## src/rtl/adder_arb_pkg.sv

```systemverilog
`default_nettype none
// ============================================================================
// Module   : adder_arb_pkg
// Brief    : Shared types and constants for the adder_share_arb arbiter slice.
// Options  : none here; ADDER_ARB_STATS_EN is consumed by adder_share_arb.
// Revision : 1.0 - initial release
// ============================================================================
package adder_arb_pkg;

   // Width of each per-requester grant statistics counter.
   localparam int STAT_W    = 16;

   // Tag index field is sized for the largest supported requester count (16).
   localparam int TAG_IDX_W = 4;

   // One tag-pipeline entry: is a transfer in flight, and who owns it.
   typedef struct packed {
      logic                 vld;
      logic [TAG_IDX_W-1:0] idx;
   } tag_t;

   // Index width for a requester count (n >= 2).
   function automatic int idx_w(input int n);
      return $clog2(n);
   endfunction

endpackage
`default_nettype wire

```

## src/rtl/rr_arbiter.sv

```systemverilog
`default_nettype none
// ============================================================================
// Module   : rr_arbiter
// Brief    : Combinational round-robin search starting at a pointer, plus the
//            pointer register that moves just past the most recent winner.
// Options  : none
// Revision : 1.0 - initial release
// ============================================================================
module rr_arbiter #(
   parameter int NUM_REQ = 4,
   parameter int IDX_W   = 2
) (
   input  logic               clk,
   input  logic               rst_n,
   input  logic [NUM_REQ-1:0] i_req,
   output logic [NUM_REQ-1:0] o_grant,
   output logic [IDX_W-1:0]   o_grant_idx,
   output logic               o_any_grant
);

   logic [IDX_W-1:0]   r_ptr;
   logic [NUM_REQ-1:0] w_grant;
   logic [IDX_W-1:0]   w_idx;
   logic               w_found;

   // First asserted request at or after r_ptr, wrapping modulo NUM_REQ.
   always_comb begin
      w_grant = '0;
      w_idx   = '0;
      w_found = 1'b0;
      for (int k = 0; k < NUM_REQ; k++) begin
         if (!w_found && i_req[(int'(r_ptr) + k) % NUM_REQ]) begin
            w_found = 1'b1;
            w_grant[(int'(r_ptr) + k) % NUM_REQ] = 1'b1;
            w_idx   = IDX_W'((int'(r_ptr) + k) % NUM_REQ);
         end
      end
   end

   // Pointer moves to one past the winner; it holds when nothing is granted.
   always_ff @(posedge clk or negedge rst_n) begin
      if (!rst_n) begin
         r_ptr <= '0;
      end else if (w_found) begin
         r_ptr <= (w_idx == IDX_W'(NUM_REQ - 1)) ? '0 : w_idx + IDX_W'(1);
      end
   end

   assign o_grant     = w_grant;
   assign o_grant_idx = w_idx;
   assign o_any_grant = w_found;

endmodule
`default_nettype wire

```

## src/rtl/adder_share_arb.sv

```systemverilog
`default_nettype none
// ============================================================================
// Module   : adder_share_arb
// Brief    : Shares one registered valid/data stage among NUM_REQ requesters.
//            Round-robin grant on the request side, an owner-tag pipeline
//            matched to the stage latency, one-hot routing of the returned
//            data, and a sticky flag for tag/valid disagreement.
// Options  : `define ADDER_ARB_STATS_EN adds i_stats_clr and o_grant_cnt
//            (one saturating 16-bit accept counter per requester).
// Revision : 1.0 - initial release
// ============================================================================
module adder_share_arb
   import adder_arb_pkg::*;
#(
   parameter int NUM_REQ = 4,
   parameter int WIDTH   = 8,
   parameter int DP_LAT  = 1
) (
   input  logic                     clk,
   input  logic                     rst_n,
   input  logic [NUM_REQ-1:0]       i_req_valid,
   input  logic [NUM_REQ*WIDTH-1:0] i_req_data,
   output logic [NUM_REQ-1:0]       o_req_ready,
   output logic                     o_dp_din_valid,
   output logic [WIDTH-1:0]         o_dp_din,
   input  logic                     i_dp_dout_valid,
   input  logic [WIDTH-1:0]         i_dp_dout,
   output logic [NUM_REQ-1:0]       o_rsp_valid,
   output logic [WIDTH-1:0]         o_rsp_data,
   output logic                     o_err_sticky
`ifdef ADDER_ARB_STATS_EN
   ,
   input  logic                     i_stats_clr,
   output logic [NUM_REQ*STAT_W-1:0] o_grant_cnt
`endif
);

   localparam int IDX_W = idx_w(NUM_REQ);

   logic [NUM_REQ-1:0] w_grant;
   logic [IDX_W-1:0]   w_grant_idx;
   logic               w_any_grant;
   logic [WIDTH-1:0]   w_din;
   tag_t               w_tag_in;
   tag_t               r_tag [DP_LAT];
   tag_t               w_tag_last;
   logic               w_mismatch;
   logic               r_err;

   rr_arbiter #(
      .NUM_REQ (NUM_REQ),
      .IDX_W   (IDX_W)
   ) u_rr_arbiter (
      .clk         (clk),
      .rst_n       (rst_n),
      .i_req       (i_req_valid),
      .o_grant     (w_grant),
      .o_grant_idx (w_grant_idx),
      .o_any_grant (w_any_grant)
   );

   // Winner's data slice onto the shared stage; zero when idle.
   always_comb begin
      w_din = '0;
      for (int i = 0; i < NUM_REQ; i++) begin
         if (w_grant[i]) begin
            w_din = i_req_data[i*WIDTH +: WIDTH];
         end
      end
   end

   // Any request is always granted, so stage valid equals "some grant".
   assign o_req_ready    = w_grant;
   assign o_dp_din_valid = w_any_grant;
   assign o_dp_din       = w_din;

   assign w_tag_in.vld = w_any_grant;
   assign w_tag_in.idx = TAG_IDX_W'(w_grant_idx);

   // First tag stage captures the owner of this cycle's issue.
   always_ff @(posedge clk or negedge rst_n) begin
      if (!rst_n) begin
         r_tag[0] <= '0;
      end else begin
         r_tag[0] <= w_tag_in;
      end
   end

   generate
      for (genvar s = 1; s < DP_LAT; s++) begin : g_tag_stage
         // Remaining tag stages shift in lockstep with the shared stage.
         always_ff @(posedge clk or negedge rst_n) begin
            if (!rst_n) begin
               r_tag[s] <= '0;
            end else begin
               r_tag[s] <= r_tag[s-1];
            end
         end
      end
   endgenerate

   assign w_tag_last = r_tag[DP_LAT-1];
   assign w_mismatch = (w_tag_last.vld != i_dp_dout_valid);

   // Route returned data to its owner; requiring both valids also drops
   // the response in any cycle where tag and stage disagree.
   always_comb begin
      o_rsp_valid = '0;
      for (int i = 0; i < NUM_REQ; i++) begin
         if (w_tag_last.idx == TAG_IDX_W'(i)) begin
            o_rsp_valid[i] = w_tag_last.vld & i_dp_dout_valid;
         end
      end
   end

   assign o_rsp_data = i_dp_dout;

   // Sticky record of any tag/valid disagreement; only reset clears it.
   always_ff @(posedge clk or negedge rst_n) begin
      if (!rst_n) begin
         r_err <= 1'b0;
      end else if (w_mismatch) begin
         r_err <= 1'b1;
      end
   end

   assign o_err_sticky = r_err;

`ifdef ADDER_ARB_STATS_EN
   generate
      for (genvar i = 0; i < NUM_REQ; i++) begin : g_stats_cnt
         logic [STAT_W-1:0] r_cnt;

         // Saturating accept counter; clear takes priority over increment.
         always_ff @(posedge clk or negedge rst_n) begin
            if (!rst_n) begin
               r_cnt <= '0;
            end else if (i_stats_clr) begin
               r_cnt <= '0;
            end else if (w_grant[i] && (r_cnt != {STAT_W{1'b1}})) begin
               r_cnt <= r_cnt + STAT_W'(1);
            end
         end

         assign o_grant_cnt[i*STAT_W +: STAT_W] = r_cnt;
      end
   endgenerate
`endif

endmodule
`default_nettype wire

```

## config.mk

```make
export PLATFORM = sky130hd
export DESIGN_NAME = adder_share_arb
export DESIGN_NICKNAME = d
export VERILOG_FILES = /design/src/rtl/adder_arb_pkg.sv /design/src/rtl/rr_arbiter.sv /design/src/rtl/adder_share_arb.sv
export SDC_FILE = /design/constraint.sdc
export NUM_CORES = 1
export LEC_CHECK = 0
export CAP_MARGIN = 0
export CORE_MARGIN = 2
export CORE_UTILIZATION = 37
export DETAILED_ROUTE_END_ITERATION = 6
export PLACE_DENSITY = 0.81
export RECOVER_POWER = 25
export SLEW_MARGIN = 30
export SYNTH_ARGS = -nofsm -noshare
export SYNTH_HDL_FRONTEND = slang
export SYNTH_SLANG_ARGS = --single-unit
```

## constraint.sdc

```tcl
create_clock -name clk -period 3.66 [get_ports clk]
set_input_delay 0.732 -clock clk [delete_from_list [all_inputs] [get_ports clk]]
set_output_delay 0.732 -clock clk [all_outputs]
set_load 0.01 [all_outputs]
```

==> flow_summary.toml <==
[floorplan]
die_w_um = 60.2
row_count = 20
ios = 73
coreArea_mm2 = 0.00303
initial_core_util_pct = 38.6
dieArea_mm2 = 0.00363
die_h_um = 60.2

[clock_tree]
cts_buffers = 3
cts_tree = "yes"
root_buffer = "clkbuf_4"
clock_sinks = 6
cts_buffer_depth = 2
cts_hold_buf = 0
clkTransAtPathRegs_ps = 40
clkLatencyLatePin_ps = 240
htree_levels = 1

[global_routing]
grt-ovfl-total = 0
grt_pass1_vias = 1488
grt_pass1_wl_um = 6560
antenna_found_initial = 0
grt_use_total_pct = 24.0
grt_max_degree = 22

[yosys]
avgSynthCellArea_um2 = 9.00
yosysTopAreaCellShare_pct = 12.8
ys_warn_count = 0
synth-seq-area-share_pct = 12.8
synth.area.top_cells = "dfrtp_1 13%, ha_1 8.6%, o22ai_1 6.4%"
syn_inst = 130
syn_area_mm2 = 0.00117
synth_area_leader_cell = "dfrtp_1"
synth_nets = 185
ys_ff_latch = 6
ys_types = 39

[timing]
worst_pin_slew_ps = 483
setup_viol = 0
final.min_clock_period_ps = 3620
hold_viol = 0
finClkSkew_ps = 3.40
slew_headroom_pct = 67.7
fin_crit_sh_pct = 98.9
maxSlewViolCount = 0
hold_ws_ps = 470
tns_ps = 0
fmax_ghz = 0.276

[route]
drtIter0Drc = 64
drc = 0
ant_nets = 0
detail_route.wirelength_um = 4740
vias = 1437
first_pass_iters = 4
drt-vias-per-instance = 5.48
wl_per_cell_um = 18.1

[worst_setup_path]
worstSetupEndpoint = "o_dp_din[5]"
path_max_fanout = 5
critPathCaptureType = "output pin"
critPathRequiredTime_ps = 2930
r2r_cells = 9
critPathKind = "in2out"
r2r-end = "u_rr_arbiter.r_ptr[1]$_DFFE_PN0P_"
crit_arrival_ps = 2890
cp-start-kind = "input pin"
r2r_slack_ps = 1170
crit_start = "i_req_valid[1]"

[run]
maxCapViolCount = 0

[cells_and_area]
fillCellCount = 211
seqCellArea_um2 = 150
multi_input_area_mm2 = 0.00106
stdcell_area_mm2 = 0.00218
diodes = 0
syn_to_final_growth_pct = 86.4
layout.cells.non_filler = 262
layout-drive-gt1-share_pct = 46.8
fin_nets = 275

[power]
total_power_mw = 2.66
powerDensity_mw_per_mm2 = 1220
vdd_drop_max_v = 0.000695
leakagePower_nw = 0.891

[placement]
dp_hpwl_um = 3170
dp_cells = 240
place_congestion = 0.840
io_buffers = 56
place_area_mm2 = 0.00185

[outcome]
outcome = "completed"

[hold_path]
hold_class = "reg2reg"
cell usage in the layout (no fill, tap or decap), types with 5 or more instances in the layout:
cell type         n
a21oi_1          12
a22oi_2           7
buf_2             8
buf_4            34
buf_6             8
clkbuf_2          5
clkdlybuf4s50_1  39
dfrtp_1           6
ha_1              7
nand2_1           7
nand2b_1          5
nor2_1            5
nor2b_1           5
o22ai_1           5
o22ai_2           6
how the worst min path moves through the flow:
| stage | startpoint | cells after the start | to | slack [ps] |
|---|---|---|---|---|
| after global placement | o_err_sticky$_DFFE_PN0P_ | 1 | o_err_sticky$_DFFE_PN0P_ | 460 |
| after global routing | o_err_sticky$_DFFE_PN0P_ | 1 | o_err_sticky$_DFFE_PN0P_ | 500 |
| after detailed placement | o_err_sticky$_DFFE_PN0P_ | 1 | o_err_sticky$_DFFE_PN0P_ | 470 |
| after CTS | o_err_sticky$_DFFE_PN0P_ | 1 | o_err_sticky$_DFFE_PN0P_ | 470 |
| final | o_err_sticky$_DFFE_PN0P_ | 1 | o_err_sticky$_DFFE_PN0P_ | 470 |
| after floorplan | rst_n | 0 | async pin | 440 |
per-layer routing:
layer | share of wire (%) | global-route usage, % | wire (µm)
met5 | 0 | 0 | 0
met4 | 3.3 | 14.6 | 157
met3 | 5.2 | 4.98 | 248
met2 | 54 | 43.3 | 2550
met1 | 38 | 25.2 | 1790
critical path: stages:
cell,delay (ps)
clkbuf_2,100
buf_6,120
mux4_2,520
nor4b_4,360
buf_4,190
buf_6,110
nand2_2,80
o21ai_4,100
nand2_4,80
buf_4,160
o22ai_2,150
a21oi_1,60
buf_2,140
cell type report:
cell class	instances	share of cell area (%)
tap	44	2.52
sequential	6	6.88
timing repair buffer	100	40.2
inverter	3	0.516
multi-input combinational	106	48.8
clock buffer	3	1.03
stage by stage:
step           utilization, %  setup slack, ps
2_1_floorplan               -              168
3_3_place_gp             61.2             -683
3_5_place_dp             61.2             -711
4_1_cts                  68.8             6.21
5_1_grt                  72.0            -39.8
6_report                 72.0             39.6
where the power goes:
part / switching, mW / total (mW) / internal, mW
sequential: 0.0204 / 0.118 / 0.0972
combinational: 1.20 / 2.48 / 1.29
clock: 0.0225 / 0.0595 / 0.0370
synthesized netlist by cell type:
cell type,count
a2111oi_0,1
a2111oi_1,1
a21oi_1,12
a221oi_1,2
a221oi_4,1
a22oi_1,8
a2bb2oi_4,1
a31o_1,3
and3_1,1
buf_2,3
buf_4,8
buf_6,4
dfrtp_1,6
ha_1,8
inv_1,2
inv_2,1
mux2_2,4
mux2i_1,4
mux2i_2,1
mux4_1,1
mux4_2,3
nand2_1,10
nand2_4,1
nand2b_1,5
nor2_1,5
nor2_8,1
nor2b_1,5
nor2b_2,1
nor3_1,1
nor3b_1,1
nor4b_4,1
o21ai_0,1
o21ai_1,2
o21ai_2,2
o22a_1,1
o22ai_1,12
or2_2,2
or3_1,2
xnor2_1,2
repair_timing:
action | 4_1_cts | 5_1_grt
gates resized for setup | 65 | 23
pin swaps | 7 | 4
endpoints found under the setup margin | 13 | 10
setup buffers | 18 | 2
kinds of logic after synthesis:
kind of cell             count (synthesis)  share of synthesized area (%)
adder cells (fa/ha/maj)                  8                           8.56
AND/OR/NAND/NOR                         36                           19.4
multiplexers                            13                           16.5
flip-flops                               6                           12.8
AO/OA/AOI/OAI                           47                           30.1
buffers and inverters                   18                           11.2
XOR/XNOR                                 2                           1.50
(Power assumes the default switching activity.)
